`src/rtl/stage_sink.sv`:
```
// Terminal sink for the DIR/ack four-phase stage handshake: captures words into a
// first-word-fall-through FIFO and keeps a running checksum and accepted-word count.
module stage_sink #(
    parameter int WIDTH      = 8,
    parameter int DEPTH_LOG2 = 2
) (
    input  logic                  clk,
    input  logic                  reset,
    input  logic                  DIR,
    input  logic [WIDTH-1:0]      data_in,
    output logic                  ack_out,
    input  logic                  rd_en,
    output logic [WIDTH-1:0]      rd_data,
    output logic                  empty,
    output logic                  full,
    output logic [DEPTH_LOG2:0]   count,
    output logic [WIDTH-1:0]      checksum,
    output logic [15:0]           word_cnt
);

    localparam int                  DEPTH   = 1 << DEPTH_LOG2;
    localparam logic [DEPTH_LOG2:0] DEPTH_C = (DEPTH_LOG2 + 1)'(DEPTH);

    typedef enum logic {
        IDLE = 1'b0,
        ACK  = 1'b1
    } state_t;

    state_t                state_q, state_d;
    logic                  ack_q, ack_d;
    logic [DEPTH_LOG2-1:0] wr_ptr_q, wr_ptr_d;
    logic [DEPTH_LOG2-1:0] rd_ptr_q, rd_ptr_d;
    logic [DEPTH_LOG2:0]   count_q, count_d;
    logic                  empty_q, empty_d;
    logic                  full_q, full_d;
    logic [WIDTH-1:0]      checksum_q, checksum_d;
    logic [15:0]           word_cnt_q, word_cnt_d;
    logic                  capture_s;
    logic                  pop_s;
    logic [WIDTH-1:0]      mem_r [DEPTH];

    // Next-state logic: handshake FSM, FIFO bookkeeping and monitoring counters.
    always_comb begin
        state_d    = state_q;
        ack_d      = ack_q;
        wr_ptr_d   = wr_ptr_q;
        rd_ptr_d   = rd_ptr_q;
        count_d    = count_q;
        checksum_d = checksum_q;
        word_cnt_d = word_cnt_q;
        capture_s  = 1'b0;
        pop_s      = rd_en & ~empty_q;

        // full_q is the pre-edge view, so a pop while full cannot free room for this edge's capture
        case (state_q)
            IDLE: begin
                if (DIR && !full_q) begin
                    capture_s = 1'b1;
                    state_d   = ACK;
                    ack_d     = 1'b1;
                end else begin
                    state_d   = IDLE;
                    ack_d     = 1'b0;
                end
            end
            ACK: begin
                if (!DIR) begin
                    state_d = IDLE;
                    ack_d   = 1'b0;
                end else begin
                    state_d = ACK;
                    ack_d   = 1'b1;
                end
            end
            default: begin
                state_d = IDLE;
                ack_d   = 1'b0;
            end
        endcase

        if (capture_s) begin
            wr_ptr_d   = wr_ptr_q + DEPTH_LOG2'(1);
            checksum_d = checksum_q + data_in;
            word_cnt_d = word_cnt_q + 16'd1;
        end else begin
            wr_ptr_d   = wr_ptr_q;
            checksum_d = checksum_q;
            word_cnt_d = word_cnt_q;
        end

        if (pop_s) begin
            rd_ptr_d = rd_ptr_q + DEPTH_LOG2'(1);
        end else begin
            rd_ptr_d = rd_ptr_q;
        end

        case ({capture_s, pop_s})
            2'b10:   count_d = count_q + (DEPTH_LOG2 + 1)'(1);
            2'b01:   count_d = count_q - (DEPTH_LOG2 + 1)'(1);
            default: count_d = count_q;
        endcase

        empty_d = (count_d == (DEPTH_LOG2 + 1)'(0));
        full_d  = (count_d == DEPTH_C);
    end

    // Control and status registers with asynchronous reset.
    always_ff @(posedge clk or posedge reset) begin
        if (reset) begin
            state_q    <= IDLE;
            ack_q      <= 1'b0;
            wr_ptr_q   <= '0;
            rd_ptr_q   <= '0;
            count_q    <= '0;
            empty_q    <= 1'b1;
            full_q     <= 1'b0;
            checksum_q <= '0;
            word_cnt_q <= 16'd0;
        end else begin
            state_q    <= state_d;
            ack_q      <= ack_d;
            wr_ptr_q   <= wr_ptr_d;
            rd_ptr_q   <= rd_ptr_d;
            count_q    <= count_d;
            empty_q    <= empty_d;
            full_q     <= full_d;
            checksum_q <= checksum_d;
            word_cnt_q <= word_cnt_d;
        end
    end

    // FIFO storage; contents survive reset, only the pointers are cleared.
    always_ff @(posedge clk) begin
        if (capture_s) begin
            mem_r[wr_ptr_q] <= data_in;
        end
    end

    assign rd_data  = mem_r[rd_ptr_q];
    assign ack_out  = ack_q;
    assign empty    = empty_q;
    assign full     = full_q;
    assign count    = count_q;
    assign checksum = checksum_q;
    assign word_cnt = word_cnt_q;

endmodule

```
`config.mk`:
```
export PLATFORM = sky130hd
export DESIGN_NAME = stage_sink
export DESIGN_NICKNAME = d
export VERILOG_FILES = /design/src/rtl/stage_sink.sv
export SDC_FILE = /design/constraint.sdc
export NUM_CORES = 1
export LEC_CHECK = 0
export ABC_CLOCK_PERIOD_IN_PS = 3300
export CAP_MARGIN = 20
export CORE_MARGIN = 2
export CORE_UTILIZATION = 45
export CTS_CLUSTER_DIAMETER = 30
export DETAILED_ROUTE_END_ITERATION = 12
export PLACE_DENSITY = 0.69
export SLEW_MARGIN = 30
export SYNTH_ARGS = -nofsm -noshare
export SYNTH_HDL_FRONTEND = slang
export SYNTH_SLANG_ARGS = --single-unit
```
`constraint.sdc`:
```
create_clock -name clk -period 3.3 [get_ports clk]
set_input_delay 0.66 -clock clk [delete_from_list [all_inputs] [get_ports clk]]
set_output_delay 0.66 -clock clk [all_outputs]
set_load 0.005 [all_outputs]
```
# Word level (Yosys, flattened, before mapping)
# Memory sizes are Yosys's and may differ from the RTL's.
# Index checks and enable logic that the tools add are counted.
dict set report classes {
  bitwise_logic 3
  reduce_logical 3
  add_sub_neg 6
  muxes 7
  n_eq_ne 3
}
# cell count
set op_table {}
lappend op_table {{16-bit by 1-bit adder with 16-bit output (second input constant)} 1}
lappend op_table {{8-bit adder} 1}
lappend op_table {{3-bit case mux with 2 select lines} 1}
lappend op_table {{1-bit two-way mux} 5}
lappend op_table {{2-bit by 1-bit adder with 2-bit output (second input constant)} 2}
lappend op_table {{3-bit by 1-bit adder with 3-bit output (second input constant)} 1}
lappend op_table {{3-bit equality test (second input constant)} 1}
lappend op_table {{3-bit zero test} 1}
lappend op_table {{3-bit by 1-bit subtractor with 3-bit output (second input constant)} 1}
lappend op_table {{2-bit by 1-bit equality test with 1-bit output (second input constant)} 1}
lappend op_table {{2-bit equality test (second input constant)} 1}
lappend op_table {{1-bit NOT} 2}
lappend op_table {{1-bit case mux with 2 select lines} 1}
lappend op_table {{1-bit AND} 1}
lappend op_table {{1-bit logical AND} 1}
lappend op_table {{1-bit zero test} 1}
dict set report totals {
  word_cells 31
  ram_bits 32
  ff_bits 34
  inputBits 12
  memories 1
}
# name depth width read_ports rd_clocked_by_memory_dff write_ports line_no
set mem_list {}
lappend mem_list {mem_r 4 8 1 0 1 40} ;# logic [WIDTH-1:0] mem_r [DEPTH];

# Depth between registers and ports, before layout
dict set report depth {
  ltp_word 7
  ltp_mapped 10
  mapped_depth_nobuf 8
}

# Worst setup path before layout
# OpenSTA, ideal clock, no wires.
dict set report synth_timing {
  path_type {input-to-reg}
  start {input DIR}
  end {register full_q (netlist: full)}
  required_ns 3.227
  path_stages 9
  slack_ns 0.579
  setup_time_ns 0.073
  arrival_ns 2.649
  cell_sequence {nor3b_4 inv_2 clkbuf_1 buf_2 ha_1 fa_1 mux2_2 or2_2 nor2b_1}
}
dict set report synth_between {
  elab_chain_cells 6
  word_cells_on_any_way 7
  classes_between {eq/ne (3); mux (3); reduce/logical (1)}
}
# element line_no
set synth_lines {}
lappend synth_lines {{from (decl)} 9} ;# input logic DIR,
lappend synth_lines {{1-bit logical AND *} 57} ;# if (DIR && !full_q) begin
lappend synth_lines {{1-bit two-way mux *} 57}
lappend synth_lines {{1-bit two-way mux *} 55} ;# case (state_q)
lappend synth_lines {{2-bit by 1-bit equality test with 1-bit output / 2-bit equality test (equally long branches)} 97} ;# case ({capture_s, pop_s})
lappend synth_lines {{3-bit case mux with 2 select lines *} 97}
lappend synth_lines {{via count_d[1]} 33} ;# logic [DEPTH_LOG2:0] count_q, count_d;
lappend synth_lines {{3-bit equality test *} 104} ;# full_d = (count_d == DEPTH_C);
lappend synth_lines {{via full_d} 35} ;# logic full_q, full_d;
lappend synth_lines {{to (signal assigned)} 126} ;# full_q <= full_d;
lappend synth_lines {{to (decl)} 35}
# The timed path passes the listed nets; every way through them passes the cells marked *.
# A chain may end at the register's enable or synchronous reset.

# Worst setup path after layout
dict set report layout_timing {
  start {register rd_ptr_q[0]}
  end {output rd_data[7]}
}
dict set report layout_between {
  elab_chain_cells 1
}
# element line_no
set layout_lines {}
lappend layout_lines {{from (decl)} 32} ;# logic [DEPTH_LOG2-1:0] rd_ptr_q, rd_ptr_d;
lappend layout_lines {{from (signal assigned)} 123} ;# rd_ptr_q <= rd_ptr_d;
lappend layout_lines {{memory read 4 x 8 bit} n/a}
lappend layout_lines {{to (decl)} 13} ;# output logic [WIDTH-1:0] rd_data,
# Every way passes these cells.

==> flow_summary_export.csv <==
group,metric,value,unit
route,first_iter_violations,122,
cts,clk_pin_slew,70,ps
worst_hold_path,holdCritPathClass,"flip-flop to flip-flop",
cells_and_area,fillers,510,
route,wl_per_cell,15.05,um
sta,hold_violations,0,
logic_synthesis,synth_nets,240,
cts,cts_root_buf,"clkbuf_8",
critical_path,arrival,2140,ps
logic_synthesis,yosys_warnings,0,
sta,max_clock_freq,357.1,MHz
worst_hold_path,min_path_cells,1,
cts,cts_tree,"built",
cells_and_area,diodes,0,
route,vias_per_cell,5.093,
global_routing,grt_start_max_net_pins,23,
sta,min_period_over_period,84.86,%
logic_synthesis,yosys_register_bits,66,
critical_path,cp_max_fo,10,
route,dr.pass1.iters,2,
logic_synthesis,netlist_instances,213,
cts,ctsHoldBuffers,0,
route,postRouteAntennaNets,0,
placed_design,numPortBuffers,49,
cts,clock_latency,340,ps
route,drc,0,
power,ir_drop,0.4794,mV
sta,setup_viol,0,
cells_and_area,multi_input_area,0.001074,mm2
die,dieArea,0.007200,mm2
cts,htree_levels,3,
logic_synthesis,syn-cell-area,0.002942,mm2
sta,final.setup_skew,3.739,ps
sta,setup_ws,499.7,ps
die,core_area,0.006350,mm2
placed_design,gp_congestion,0.7540,
worst_hold_path,hold_start,"word_cnt[15]",
sta,rsz0062_at_grt,"false",
route,vias,1798,
cts,postCtsSetupRepairBufs,0,
critical_path,r2r-end,"full",
critical_path,reg2regPathDepth,7,
global_routing,grt_pass1_wl,8956,um
cts,clockBufferDepth,2,
critical_path,r2r_slack,1180,ps
logic_synthesis,synthArstFlopShare,51.52,%
global_routing,grt_pass1_vias,1790,
placed_design,dpl.hpwl,3643,um
cells_and_area,nets,298,
flow_run,max_cap_viol_count,0,
critical_path,crit_type,"flip-flop to output pin",
global_routing,grt_use_total,16.50,%
logic_synthesis,syn_area_per_cell,13.81,um2
cells_and_area,syn2layout_area_growth,28.20,%
route,wirelength,5312,um
die,die_y,84.85,um
logic_synthesis,synthFlopType,"dfrtp_1",
critical_path,crit_path_end_kind,"output pin",
logic_synthesis,synth_cell_types,41,
placed_design,place_ws,479.3,ps
status,status,"finished, final reports clean",
sta,slew-limit-headroom,58.49,%
critical_path,cp.required,2640,ps
sta,period_needed,2800,ps
die,rows,29,
die,pin_count,50,
power,p_leak,1.491,nW
sta,tns,0,ps
sta,worst_pin_slew,622.6,ps
sta,slew_viol_final,0,
cells_and_area,seqCellArea,0.001813,mm2
logic_synthesis,ys_seq_area_share,61.63,%
critical_path,start_kind,"flip-flop",
cts,cts.sinks,66,
global_routing,overflow,0,
die,initial_core_util,46.33,%
die,die_x,84.85,um
global_routing,antenna_found_initial,0,
logic_synthesis,synth_edf_count,32,
power,p_per_area,832.2,mW/mm2
cells_and_area,drive_gt1_share,12.32,%
critical_path,reg2reg_from,"full",
cts,cts_made_buffers,9,
cts,post_cts_resized,0,
worst_hold_path,whs_endpoint,"word_cnt[15]",
==> cell type report <==
class,instances,share of cell area [%]
Tap cell,77,2.555
Timing Repair Buffer,52,13.60
Inverter,9,0.8958
Sequential cell,66,48.08
Multi-Input combinational cell,133,28.47
Clock inverter,7,3.119
Clock buffer,9,3.285
==> cells by family after synthesis <==
kind of cell | share of synthesized area [%]
AO/OA/AOI/OAI | 4.934
XOR/XNOR | 7.741
adder cells (fa/ha/maj) | 6.891
buffers and inverters | 1.871
flip-flops | 61.63
multiplexers | 6.848
AND/OR/NAND/NOR | 10.08
==> report_power, final <==
group / internal [mW] / switching (mW)
registers: 1.05 / 0.198
clock network: 0.501 / 0.307
logic: 0.649 / 0.429
total: 2.20 / 0.934
==> cells in the mapped netlist (3+ instances only) <==
| master | count | area [um2] |
|---|---|---|
| inv_1 | 8 | 30.03 |
| dfrtp_1 | 33 | 825.8 |
| a21oi_1 | 5 | 25.02 |
| xor2_1 | 10 | 87.58 |
| clkbuf_1 | 3 | 11.26 |
| edfxtp_1 | 32 | 960.9 |
| nand3_1 | 8 | 40.04 |
| nand2_1 | 22 | 82.58 |
| xnor2_1 | 16 | 140.1 |
| o21bai_1 | 3 | 22.52 |
| and2_1 | 4 | 25.02 |
| ha_1 | 13 | 162.7 |
| o21ai_1 | 5 | 25.02 |
| nor2_1 | 12 | 45.04 |
| mux4_2 | 8 | 180.2 |
==> through the flow <==
step | cell area [um2] | cells | total power [mW] | hold slack (ps) | util [%]
floorplan | 2942 | 213 | 1.848 | 468.2 | -
global placement | 3530 | 337 | 2.335 | 460.8 | 55.59
detailed placement | 3530 | 337 | 2.354 | 469.2 | 55.59
CTS | 3771 | 353 | 3.180 | 479.1 | 59.39
global route | 3771 | 353 | 3.358 | 506.5 | 59.39
finish | 3771 | 353 | 3.138 | 475.7 | 59.39
==> layer usage <==
layer | track usage (%) | part of all wire [%] | up-vias
li1 | - | - | 868
met1 | 22.80 | 47 | 885
met2 | 24.12 | 46 | 37
met3 | 4.669 | 4.7 | 8
met4 | 8.225 | 1.7 | 0
met5 | 0 | 0 | -
==> registers in the layout, indices dropped and copies added, names as in the netlist <==
register and count:
checksum 8, wr_ptr_q 2, word_cnt 16, rd_ptr_q 2
ack_out 1, empty 1, full 1, count 3
mem_r 32
==> critical path, stage by stage, from the launching register on <==
cell	delay (ps)
dfrtp_1	740
mux4_2	600
clkdlybuf4s50_1	460
==> layout by cell type (no fill, tap or decap), types with 3 or more instances in the layout <==
cell             netlist  final
a21oi_1                5      5
and2_1                 4      4
buf_4                  0      3
bufinv_16              0      3
clkbuf_8               0      9
clkdlybuf4s50_1        0     49
dfrtp_1               33     33
edfxtp_1              32     32
ha_1                  13     13
inv_1                  8      8
mux4_2                 8      8
nand2_1               22     22
nand3_1                8      8
nor2_1                12     12
o21ai_1                5      5
o21bai_1               3      3
xnor2_1               16     16
xor2_1                10     10
==> worst max path at each step <==
stage	start	to	slack (ps)
after CTS	rd_ptr_q[0]	rd_data[7]	410
after global routing	rd_ptr_q[0]	rd_data[7]	370
after floorplan	DIR	full	580
final	rd_ptr_q[0]	rd_data[7]	500
after detailed placement	DIR	full	480
after global placement	DIR	full	520
Note: power is estimated with default switching activity, not from simulation.
==> edit (config.mk and constraints unchanged) <==
Reset style: synchronous (`reset`), changed in one clocked block. Comments in the files are not updated.
--- a/src/rtl/stage_sink.sv
+++ b/src/rtl/stage_sink.sv
@@ -105,7 +105,7 @@
     end
 
     // Control and status registers with asynchronous reset.
-    always_ff @(posedge clk or posedge reset) begin
+    always_ff @(posedge clk) begin
         if (reset) begin
             state_q    <= IDLE;
             ack_q      <= 1'b0;
Check against the original RTL: differs if reset is asserted again (counterexample within 4 cycles, from zero or initial values and one cycle with reset high); with reset held inactive, the same outputs for 10 cycles.
==> edit against the original RTL <==
Worst setup slack improved by 73 ps. Global-route usage decreased by 0.76 points. Sequential cell count increased by 2. Synthesized area increased by 0.13%. Wire length increased by 1.2%. Design area decreased by 0.73%. Cell count increased by 6.2%. Maximum frequency increased by 2.7%. Hold slack improved by 18 ps. Highest routed layer unchanged.
Power is not compared: it rests on default switching activity, and its combinational part moved more than twofold at a synthesized area within 25%.
==> edit: results (changes against the original RTL) <==
.. list-table::
   :header-rows: 1

   * - Metric
     - Value
   * - Result of the run
     - finished clean (unchanged)
   * - Main synth FF type
     - sky130_fd_sc_hd__dfxtp_1 (was sky130_fd_sc_hd__dfrtp_1)
   * - Wire length of the first global-routing pass
     - 8728 um (was 8956 um)
   * - Vias in the first global route
     - 1793 (was 1790)
   * - Total number of vias
     - 1910 (was 1798)
   * - Nets in the synthesized netlist
     - 267 (was 240)
   * - Final #Nets
     - 320 (was 298)
   * - Routed wire length per instance
     - 14.34 um (was 15.05 um)
   * - Placement Cell Area
     - 3505 sq um (was 3530 sq um)
   * - Fraction of the mapped netlist area in adder cells
     - 0.06882 (was 0.06891)
   * - Portion of netlist area occupied by mux cells
     - 0.07179 (was 0.06848)
   * - HPWL after detailed placement
     - 3760 um (was 3643 um)
   * - Cell types with the highest counts after synthesis
     - 36 x sky130_fd_sc_hd__dfxtp_1, 32 x sky130_fd_sc_hd__edfxtp_1, 25 x sky130_fd_sc_hd__nor2_1 (was 33 x sky130_fd_sc_hd__dfrtp_1, 32 x sky130_fd_sc_hd__edfxtp_1, 22 x sky130_fd_sc_hd__nand2_1)
   * - Crit-path slowest cell
     - sky130_fd_sc_hd__dfxtp_1 (was sky130_fd_sc_hd__dfrtp_1)
   * - Length of the first detailed-routing pass in iterations
     - 4 (was 2)
   * - Post-layout worst setup margin
     - 573.0 ps (was 499.7 ps)
   * - Critical path data arrival time
     - 2070 ps (was 2140 ps)
   * - Reg-to-Reg End
     - checksum[6] (was full)
   * - Pin count of the biggest net entering global routing
     - 27 (was 23)
   * - Critical Path Max Stage Delay
     - 680 ps (was 740 ps)
   * - Reg-to-reg startpoint
     - checksum[0] (was full)
   * - Placed cell count
     - 359 (was 337)
   * - Aggregate routed wire length
     - 5376 um (was 5312 um)
   * - Count of different cell masters after synthesis
     - 42 (was 41)
   * - Max-Slew Margin vs Limit
     - 0.6187 (was 0.5849)
   * - Overall global routing resource usage
     - 0.1574 (was 0.1650)
   * - Post-synthesis async set-or-reset flop share
     - 0 (was 0.5152)
   * - CP endpoint
     - rd_data[2] (was rd_data[7])
   * - Register-to-Register Setup Slack
     - 1280 ps (was 1180 ps)
   * - GP Congestion
     - 0.8186 (was 0.7540)
[edit: changes by cell type after synthesis, moves of 2 or more]
cell	unedited run	this run
sky130_fd_sc_hd__xor2_1	10	12
sky130_fd_sc_hd__clkbuf_1	3	6
sky130_fd_sc_hd__nand4_1	0	4
sky130_fd_sc_hd__nor3_1	1	5
sky130_fd_sc_hd__o21ai_1	5	1
sky130_fd_sc_hd__inv_1	8	4
sky130_fd_sc_hd__dfrtp_1	33	0
sky130_fd_sc_hd__nand3_1	8	5
sky130_fd_sc_hd__and3_1	1	5
sky130_fd_sc_hd__o21bai_1	3	0
sky130_fd_sc_hd__a21oi_1	5	13
sky130_fd_sc_hd__nor2_1	12	25
sky130_fd_sc_hd__dfxtp_1	0	36
sky130_fd_sc_hd__xnor2_1	16	11
[edit: per-layer routing]
| metal | global-route usage | wire (um) | vias up |
|---|---|---|---|
| met1 | 0.2014 | 2588 | 904 |
| met5 | 0 | 0 | - |
| met4 | 0.05195 | 64 | 0 |
| met3 | 0.06712 | 245 | 5 |
| li1 | - | - | 958 |
| met2 | 0.2427 | 2478 | 43 |
[edit: cell families (layout without fill, tap and decap cells)]
logic type      after synthesis  after routing
simple gates                 84             84
flops                        68             68
compound gates               25             25
xor+xnor                     23             23
fa+ha+maj                    15             15
buf+inv                      14             72
mux                          11             11
[edit: tightest hold or removal path, cell delays in order (launching register included)]
cell	delay [ps]
sky130_fd_sc_hd__dfxtp_1	330
sky130_fd_sc_hd__nand2_1	60
sky130_fd_sc_hd__a21oi_1	50
[edit: worst min-delay path by stage]
stage,startpoint,endpoint,slack (ps),depth (start not counted)
4_1_cts,checksum[0],checksum[0],500,2
5_1_grt,checksum[0],checksum[0],520,2
3_3_place_gp,checksum[4],checksum[4],480,2
3_5_place_dp,checksum[0],checksum[0],490,2
6_report,checksum[4],checksum[4],490,2
2_1_floorplan,checksum[4],checksum[4],460,2
[edit: cell type report]
class	count	area, sq um
Fill cell	521	2606
Sequential cell	68	1682
Multi-Input combinational cell	158	1199
Timing Repair Buffer	52	513.0
Clock buffer	9	123.9
Tap cell	77	96.34
Inverter	4	15.01
Clock inverter	7	115.1
[edit: through the flow]
step                      power [mW]    util
after global routing           2.397  0.5896
after detailed placement       1.494  0.5519
after floorplan                1.295       -
after CTS                      2.307  0.5896
final                          2.280  0.5896
after global placement         1.484  0.5519
[edit: power by group through the flow]
stage          Clock [mW]  Combinational, mW  Sequential (mW)
3_5_place_dp            0              0.446             1.05
6_report            0.811              0.442             1.03
3_3_place_gp            0              0.437             1.05
5_1_grt             0.868              0.490             1.04
4_1_cts             0.829              0.448             1.03
2_1_floorplan           0              0.273             1.02
